<file path="src/rtl/axi_r_distributor.sv">
// axi_r_distributor: routes one AXI R channel to N_TARG_PORT ports by RID prefix.
// Ports: slave-side R in (rid_i carries dest), per-port R out, route_err_o pulse.
module axi_r_distributor #(
  parameter int AXI_DATA_W  = 64,
  parameter int AXI_USER_W  = 6,
  parameter int AXI_ID_IN   = 4,
  parameter int N_TARG_PORT = 7,
  parameter int LOG_N_TARG  = $clog2(N_TARG_PORT),
  parameter int AXI_ID_OUT  = AXI_ID_IN + LOG_N_TARG
) (
  input  logic                              clk,
  input  logic                              rst_n,
  input  logic [AXI_DATA_W-1:0]             rdata_i,
  input  logic [1:0]                        rresp_i,
  input  logic                              rlast_i,
  input  logic [AXI_USER_W-1:0]             ruser_i,
  input  logic [AXI_ID_OUT-1:0]             rid_i,
  input  logic                              rvalid_i,
  output logic                              rready_o,
  output logic [N_TARG_PORT*AXI_DATA_W-1:0] rdata_o,
  output logic [N_TARG_PORT*2-1:0]          rresp_o,
  output logic [N_TARG_PORT-1:0]            rlast_o,
  output logic [N_TARG_PORT*AXI_USER_W-1:0] ruser_o,
  output logic [N_TARG_PORT*AXI_ID_IN-1:0]  rid_o,
  output logic [N_TARG_PORT-1:0]            rvalid_o,
  input  logic [N_TARG_PORT-1:0]            rready_i,
  output logic                              route_err_o
);

  typedef enum logic [1:0] {
    EMPTY,
    ONE,
    FULL
  } state_t;

  localparam logic [LOG_N_TARG:0] PORTS =
    (LOG_N_TARG+1)'(N_TARG_PORT);

  state_t state;
  state_t state_nxt;

  logic live;
  logic err;
  logic wr_ptr;
  logic rd_ptr;

  logic [AXI_DATA_W-1:0] mem_data [2];
  logic [1:0]            mem_resp [2];
  logic                  mem_last [2];
  logic [AXI_USER_W-1:0] mem_user [2];
  logic [AXI_ID_IN-1:0]  mem_id   [2];
  logic [LOG_N_TARG-1:0] mem_dest [2];

  logic [LOG_N_TARG-1:0] dest_in;
  logic                  dest_bad;
  logic                  push;
  logic                  write;
  logic                  pop;
  logic                  head_valid;
  logic [LOG_N_TARG-1:0] head_dest;

  assign dest_in  = rid_i[AXI_ID_OUT-1:AXI_ID_IN];
  // Always false when the port count is a power of two.
  assign dest_bad = {1'b0, dest_in} >= PORTS;

  // live holds ready low until the first edge after reset release.
  assign rready_o = live & (state != FULL);
  assign push     = rvalid_i & rready_o;
  assign write    = push & ~dest_bad;

  assign head_valid = (state != EMPTY);
  assign head_dest  = mem_dest[rd_ptr];

  genvar k;
  generate
    for (k = 0; k < N_TARG_PORT; k++) begin : g_port
      assign rvalid_o[k] = head_valid &
        (head_dest == LOG_N_TARG'(k));
    end
  endgenerate

  assign rdata_o = {N_TARG_PORT{mem_data[rd_ptr]}};
  assign rresp_o = {N_TARG_PORT{mem_resp[rd_ptr]}};
  assign rlast_o = {N_TARG_PORT{mem_last[rd_ptr]}};
  assign ruser_o = {N_TARG_PORT{mem_user[rd_ptr]}};
  assign rid_o   = {N_TARG_PORT{mem_id[rd_ptr]}};

  // Only the selected port can have its valid set.
  assign pop = |(rvalid_o & rready_i);

  assign route_err_o = err;

  always_comb begin
    state_nxt = state;
    unique case (state)
      EMPTY: begin
        if (write) state_nxt = ONE;
      end
      ONE: begin
        if (write && !pop) state_nxt = FULL;
        else if (!write && pop) state_nxt = EMPTY;
      end
      FULL: begin
        if (pop) state_nxt = ONE;
      end
      default: state_nxt = EMPTY;
    endcase
  end

  always_ff @(posedge clk or negedge rst_n) begin
    if (!rst_n) begin
      state  <= EMPTY;
      live   <= 1'b0;
      err    <= 1'b0;
      wr_ptr <= 1'b0;
      rd_ptr <= 1'b0;
    end else begin
      state <= state_nxt;
      live  <= 1'b1;
      err   <= push & dest_bad;
      if (write) wr_ptr <= ~wr_ptr;
      if (pop)   rd_ptr <= ~rd_ptr;
    end
  end

  always_ff @(posedge clk) begin
    if (write) begin
      mem_data[wr_ptr] <= rdata_i;
      mem_resp[wr_ptr] <= rresp_i;
      mem_last[wr_ptr] <= rlast_i;
      mem_user[wr_ptr] <= ruser_i;
      mem_id[wr_ptr]   <= rid_i[AXI_ID_IN-1:0];
      mem_dest[wr_ptr] <= dest_in;
    end
  end

endmodule
</file>
<file path="config.mk">
export PLATFORM = sky130hd
export DESIGN_NAME = axi_r_distributor
export DESIGN_NICKNAME = d
export VERILOG_FILES = /design/src/rtl/axi_r_distributor.sv
export SDC_FILE = /design/constraint.sdc
export NUM_CORES = 1
export LEC_CHECK = 0
export CORE_AREA = 2 2 248 250
export DETAILED_ROUTE_END_ITERATION = 10
export DIE_AREA = 0 0 250 252
export PLACE_DENSITY_LB_ADDON = 0.3
export SKIP_CTS_REPAIR_TIMING = 1
export SYNTH_ARGS = -nofsm -noshare
export SYNTH_HDL_FRONTEND = slang
export SYNTH_SLANG_ARGS = --single-unit
</file>
<file path="constraint.sdc">
create_clock -name clk -period 5.4 [get_ports clk]
set_input_delay 1.08 -clock clk [delete_from_list [all_inputs] [get_ports clk]]
set_output_delay 1.08 -clock clk [all_outputs]
set_load 0.05 [all_outputs]
</file>
==> results.txt, run 1 <==
----------------------------------------------------
[Worst setup path]
  Maximum single-stage delay on the critical path ... 910 ps
  Sum of buffers and inverters on the critical path ... 2
  Setup crit end kind ... output port
  Cells traversed along the worst timing path ... buf_4 -> mux2_1 -> clkdlybuf4s50_1
  Family of cells with the greatest summed delay on the critical path ... buffers and inverters
  Max FO, Critical Path ... a little over 50
  Data arrival time of the worst path ... 3180 ps
  Critical path start-end classification ... register to output port
  Worst-path cell with the longest stage delay ... dfrtp_4
  Launching element type of the critical path ... register
  Req. time, crit path ... 4320 ps

[Clock tree]
  H-tree Lvls ... 4
  Cell at the root of the clock tree ... clkbuf_16
  Worst-Skew Late Latency ... roughly 460 ps
  # clock sinks ... 166
  Maximum number of buffers from clock root to sink ... 2
  Clock slew at reported path FFs ... around 60 ps
  TritonCTS clock tree ... built
  Number of CTS-inserted buffers ... 17

[Global routing]
  Number of antenna violations at the first check in global routing ... 0
  Overall global routing resource usage ... 0.0703
  GRT met1 Usage ... 0.0720
  Most Used Layer, Global Route ... met2
  Global-route track usage on met2 ... 0.126
  Via count of the first global-routing pass ... between 5000 and 6000
  Routing usage on met3 ... 0.0298
  First-pass GRT wire length ... 32500 um
  Remaining global-route overflow ... 0
  Maximum number of pins on one net before global-route repair ... 52

[Die]
  Die X-Extent ... 250 um
  IO Count ... 638
  Initial core utilization ... 0.160
  Vertical die dimension ... 252 um
  Core footprint ... 60100 um2
  Die area ... 63000 um2
  Count of standard-cell rows ... 90

[Timing]
  Post-route clock skew ... 3.79 ps
  Period utilisation layout ... 0.789
  Max Freq ... 235 MHz
  RSZ-0062 raised after global routing ... false
  Worst max-slew margin expressed relative to the limit ... 0.488
  Pins Over Slew Limit ... 0
  Final setup violation count ... 0
  Final Hold Fails ... 0
  Setup total negative slack ... 0 ps
  Tmin final ... 4260 ps
  Slew at the pin with the worst max-slew slack ... 767 ps

[Synthesis]
  Adder and majority gate portion of the synthesized area ... 0
  Xor/xnor cell area share of the yosys netlist ... 0.00182
  Cell types with the highest counts after synthesis ... buf_4, edfxtp_1, mux2_2, nor2_1, mux2_1
  Multiplexer share of the synthesized area ... 0.0945
  Most repeated cell in the gate-level netlist after synthesis ... buf_4
  Largest area contributor in the netlist ... edfxtp_1
  Netlist Area Pre-Place ... 9640 um2
  Biggest area contributors in the synthesized netlist ... edfxtp_1, buf_4, mux2_2, dfrtp_1, mux2_1
  Async set or reset register ratio after synthesis ... 0.0361
  Count of yosys warnings during synthesis ... 0
  Fraction of the mapped netlist area in compound gates ... 0.00662
  Instance count of the mapped netlist ... approximately 770
  Main flop type after synthesis ... edfxtp_1
  Share of Yosys cell area claimed by the top area cell type ... 0.499
  Portion of the post-synthesis area used by sequential elements ... 0.514
  Main combinational cell family by area after synthesis ... buffers and inverters
  Synth Area in Simple Gates ... 0.0167
  Average instance area after synthesis ... 12.6 um2
  Distinct cell type count of the synthesized netlist ... 34
  Syn Nets ... 856
  Number of synthesized flops with an enable pin ... 160
  #FFs+latches synth ... 166

[Layout]
  Layout overhead on the synthesized area ... 46.6%
  Share of final-layout standard cells stronger than drive strength 1 ... 0.111
  Flip-flop and latch area ... between 4000 and 5000 um2
  Antenna diode count ... 0
  Final-layout fill cell count ... 6350
  Area occupied by multi-input gates ... around 1200 um2
  Number of nets in the finished design ... 1047
  Total non-filler cell area in the finished layout ... between 10000 and 15000 um2

[Run]
  Max_cap viols ... 0

[Drt]
  Count of routing violations after the opening detailed-route iteration ... 160
  Number of optimization iterations in the first detailed-route pass ... 4
  Antenna-violating nets left ... 0
  Vias after detailed routing ... between 5000 and 6000
  Remaining routing DRC violations ... 0
  Routed wirelength normalized by instance count ... between 10 and 15 um
  Mean number of vias per cell ... around 3.1
  Routed wire length ... 23300 um

[Placed design]
  Final HPWL from detailed placement ... 17500 um
  PortBufs ... 637
  Placed cell area ... 13500 um2
  Final estimated routing congestion in global placement ... between 0.6 and 0.7

[Run status]
  Outcome ... finished clean

[Min path]
  Worst min-delay path category ... register to register

----------------------------------------------------
## cell type report
type	instances	area share
clock buffer	18	0.0304
sequential	166	0.351
inverter	4	0.00106
timing repair buffer	643	0.454
multi-input combinational	125	0.0830
tap	782	0.0692
clock inverter	13	0.0111
## placed cells by master, fill, tap and decap left out, types with 3 or more instances in the layout
master,synthesis,final
clkdlybuf4s50_1,0,637
edfxtp_1,160,160
mux2_2,70,70
clkbuf_16,0,17
nor2_1,15,13
mux2_1,7,7
buf_4,463,6
dfrtp_1,6,5
inv_1,4,4
nor3_1,4,4
nand2_1,3,3
mux2i_1,3,3
bufinv_16,0,3
clkinv_1,0,3
## metal layers
metal	vias up	wire length [um]
met4	0	352
met5	-	0
met2	354	12300
met3	18	1890
li1	2502	-
met1	2607	8760
## stage by stage
| stage | hold WS [ps] | util | instances | setup WS, ps |
|---|---|---|---|---|
| global placement | 534 | 0.225 | 1720 | 1540 |
| finish | 564 | 0.235 | 1751 | 1140 |
| detailed placement | 546 | 0.225 | 1720 | 1530 |
| CTS | 559 | 0.235 | 1751 | 974 |
| floorplan | 468 | - | 766 | 71.2 |
| global route | 576 | 0.235 | 1751 | 870 |
## flip-flops by register name, indices dropped and copies added, names as in the netlist
name         cells
live             1
mem_data       128
mem_dest         6
mem_id           8
mem_last         2
mem_resp         4
mem_user        12
rd_ptr           1
route_err_o      1
state            2
wr_ptr           1
## cells by family after synthesis
logic type      after synthesis
buf+inv                     475
flops                       166
mux                          81
simple gates                 33
compound gates                8
xor+xnor                      2
other cells                   1
## worst paths after layout
check	from	endpoint	slack, ps	cells after the start
worst max-delay path	rd_ptr	rdata_o[436]	1140	3
worst min-delay path	wr_ptr	wr_ptr	560	1
worst max register to register	rd_ptr	state[0]	2900	5
worst min register to register	wr_ptr	wr_ptr	560	1
max in group asynchronous	rst_n	rd_ptr	4290	1
min in group asynchronous	rst_n	live	860	1
Power of run 1 is left out: the tool's default activity adds up to more than one toggle a clock period on the data nets, which glitch-free logic cannot reach.
==> inputs of run 2 (changes only) <==
- CORE_AREA: 2 2 248 250 -> 2 2 247 249
- DIE_AREA: 0 0 250 252 -> 0 0 249 251
- clock period: 5.4 -> 3.9 ns (I/O delays scaled with it)
==> run 2 against run 1 <==
Effect of this change: core utilization is 0.15 points higher; non-clock buffer count is 2 lower; clock skew is 15 ps higher; first-iteration DRC count is 55% higher; worst setup slack worse by 760 ps; routed wire length is 0.83% higher; clock-buffer cell count is 3 higher; worst hold slack worse by 16 ps; critical path type unchanged.
==> results.txt, run 2 (same netlist as run 1, synthesis figures left out) <==
----------------------------------------------------
[Clock tree]
  Worst-Skew Late Latency ... 470 ps (about the same)
  TritonCTS clock tree ... built
  Number of CTS-inserted buffers ... 17 (unchanged)
  Cell at the root of the clock tree ... clkbuf_16
  H-tree Lvls ... 4 (unchanged)
  Maximum number of buffers from clock root to sink ... 2 (unchanged)
  Clock slew at reported path FFs ... 70 ps (about the same)
  # clock sinks ... 166 (unchanged)

[Worst setup path]
  Worst reg2reg endpoint ... state[0]
  Cells traversed along the worst timing path ... buf_4 -> mux2_1 -> clkdlybuf4s50_1
  Setup slack of the worst register-to-register path ... 1440 ps (-1460 ps)
  Family of cells with the greatest summed delay on the critical path ... buffers and inverters
  Maximum single-stage delay on the critical path ... 770 ps (-140 ps)
  Critical path start-end classification ... register to output port
  Data arrival time of the worst path ... 2740 ps (-440 ps)
  Launching point of the worst reg2reg path ... rd_ptr
  Launching element type of the critical path ... register
  Req. time, crit path ... 3120 ps (-1200 ps)
  Worst reg-to-reg path cell count ... 5 (unchanged)
  Sum of buffers and inverters on the critical path ... 2 (unchanged)
  Setup crit end kind ... output port
  Worst-path cell with the longest stage delay ... clkdlybuf4s50_1
  Max FO, Critical Path ... 24 (-53%)

[Placed design]
  Final estimated routing congestion in global placement ... 0.688 (+4.6%)
  PortBufs ... 637 (unchanged)
  Final HPWL from detailed placement ... 17500 um (-0.37%)
  Placed cell area ... 13600 um2 (about the same)

[Layout]
  Largest registers ranked by flip-flop count ... mem_data (128), mem_user (12), mem_id (8)
  Largest Register ... mem_data
  Commonest cells after routing, fill and taps aside ... clkdlybuf4s50_1, edfxtp_1, mux2_2
  Final-layout fill cell count ... 6205 (-2.3%)
  Number of nets in the finished design ... 1045 (-0.19%)
  Most common cell after layout, fill and taps aside ... clkdlybuf4s50_1
  Flip-flop count of the largest register, all copies and words added ... 128 (unchanged)
  Area occupied by multi-input gates ... 1170 um2 (unchanged)
  Antenna diode count ... 0 (unchanged)
  Total non-filler cell area in the finished layout ... 14100 um2 (about the same)
  Share of final-layout standard cells stronger than drive strength 1 ... 0.118 (+0.00631)
  Layout overhead on the synthesized area ... 46.8% (about the same)
  Flip-flop and latch area ... 4960 um2 (unchanged)

[Timing]
  Max Freq ... between 200 and 300 MHz
  Worst max-slew margin expressed relative to the limit ... 0.528 (+0.0393)
  Slew at the pin with the worst max-slew slack ... 709 ps (-58.9 ps)
  Tmin final ... 3520 ps
  Final Hold Fails ... 0 (unchanged)
  Pins Over Slew Limit ... 0 (unchanged)
  Final setup violation count ... 0 (unchanged)
  Post-route clock skew ... 18.7 ps (+14.9 ps)
  RSZ-0062 raised after global routing ... false
  Period utilisation layout ... 0.903

[Global routing]
  Maximum number of pins on one net before global-route repair ... 81 (+56%)
  Overall global routing resource usage ... 0.0726 (+0.00236)
  Remaining global-route overflow ... 0 (unchanged)
  Number of antenna violations at the first check in global routing ... 1 (+1)
  First-pass GRT wire length ... 33300 um (+2.4%)
  Via count of the first global-routing pass ... 5316 (+2.4%)

[Die]
  Initial core utilization ... 0.161 (+0.000905)
  Vertical die dimension ... 251 um (-0.40%)
  IO Count ... 638 (unchanged)
  Die area ... 62500 um2 (-0.80%)
  Die X-Extent ... 249 um (-0.40%)
  Core footprint ... 59800 um2 (-0.56%)
  Count of standard-cell rows ... 90 (unchanged)

[Drt]
  Count of routing violations after the opening detailed-route iteration ... 248 (+55%)
  Routed wire length ... 23500 um (+0.83%)
  Mean number of vias per cell ... 3.14 (+0.44%)
  Remaining routing DRC violations ... 0 (unchanged)
  Antenna-violating nets left ... 0 (unchanged)
  Number of optimization iterations in the first detailed-route pass ... 4 (unchanged)
  Routed wirelength normalized by instance count ... 13.4 um (+0.89%)
  Vias after detailed routing ... 5502 (+0.38%)

[Min path]
  Worst min-delay path category ... input port to asynchronous set/reset pin

[Run]
  Max_cap viols ... 0 (unchanged)

[Run status]
  Outcome ... finished clean

----------------------------------------------------
-- run 2: worst register-to-register path: cells and delay by family (launching register included) --
family | cells | cell delay, ps
flops | 1 | 630
simple gates | 2 | 650
compound gates | 1 | 110
mux | 2 | 990
-- run 2: layout make-up --
| type | count | share of cell area |
|---|---|---|
| multi-input combinational | 125 | 0.0829 |
| timing repair buffer | 641 | 0.455 |
| clock buffer | 21 | 0.0326 |
| tap | 782 | 0.0692 |
| clock inverter | 11 | 0.00894 |
| sequential | 166 | 0.351 |
| inverter | 4 | 0.00106 |
-- run 2: worst max path at each step --
stage | start | to | slack [ps] | depth (start not counted)
final | rd_ptr | rdata_o[101] | 380 | 3
after global routing | rd_ptr | rdata_o[101] | 190 | 3
after CTS | rd_ptr | rdata_o[101] | 260 | 3
after detailed placement | rd_ptr | rdata_o[101] | 810 | 3
after global placement | rd_ptr | rdata_o[345] | 840 | 3
after floorplan | rid_i[5] | mem_data[0][0] | -1130 | 3
-- run 2: layer usage --
layer  global-route usage  part of all wire  vias up  wire length [um]
li1                     -                 -     2502                 -
met1               0.0747              0.37     2639              8770
met2                0.129              0.53      341             12400
met3               0.0272             0.077       20              1820
met4               0.0369             0.019        0               456
met5                    0                 0        -                 0
-- run 2: stage by stage --
stage / utilization / hold slack [ps] / std cells / setup WS [ps] / setup TNS (ps)
finish: 0.237 / 548 / 1750 / 379 / 0
global route: 0.237 / 539 / 1750 / 192 / 0
CTS: 0.237 / 504 / 1750 / 256 / 0
detailed placement: 0.227 / 544 / 1718 / 810 / 0
global placement: 0.227 / 536 / 1718 / 844 / 0
floorplan: - / 468 / 766 / -1130 / -180610
Power of run 2 is left out for the same reason.
==> inputs of run 3 (changes only) <==
- SKIP_CTS_REPAIR_TIMING: 1 -> default
==> results of run 3 <==
Same layout as run 2: the final DEF is identical, and so are final timing and power.
Power of run 3 is left out for the same reason.
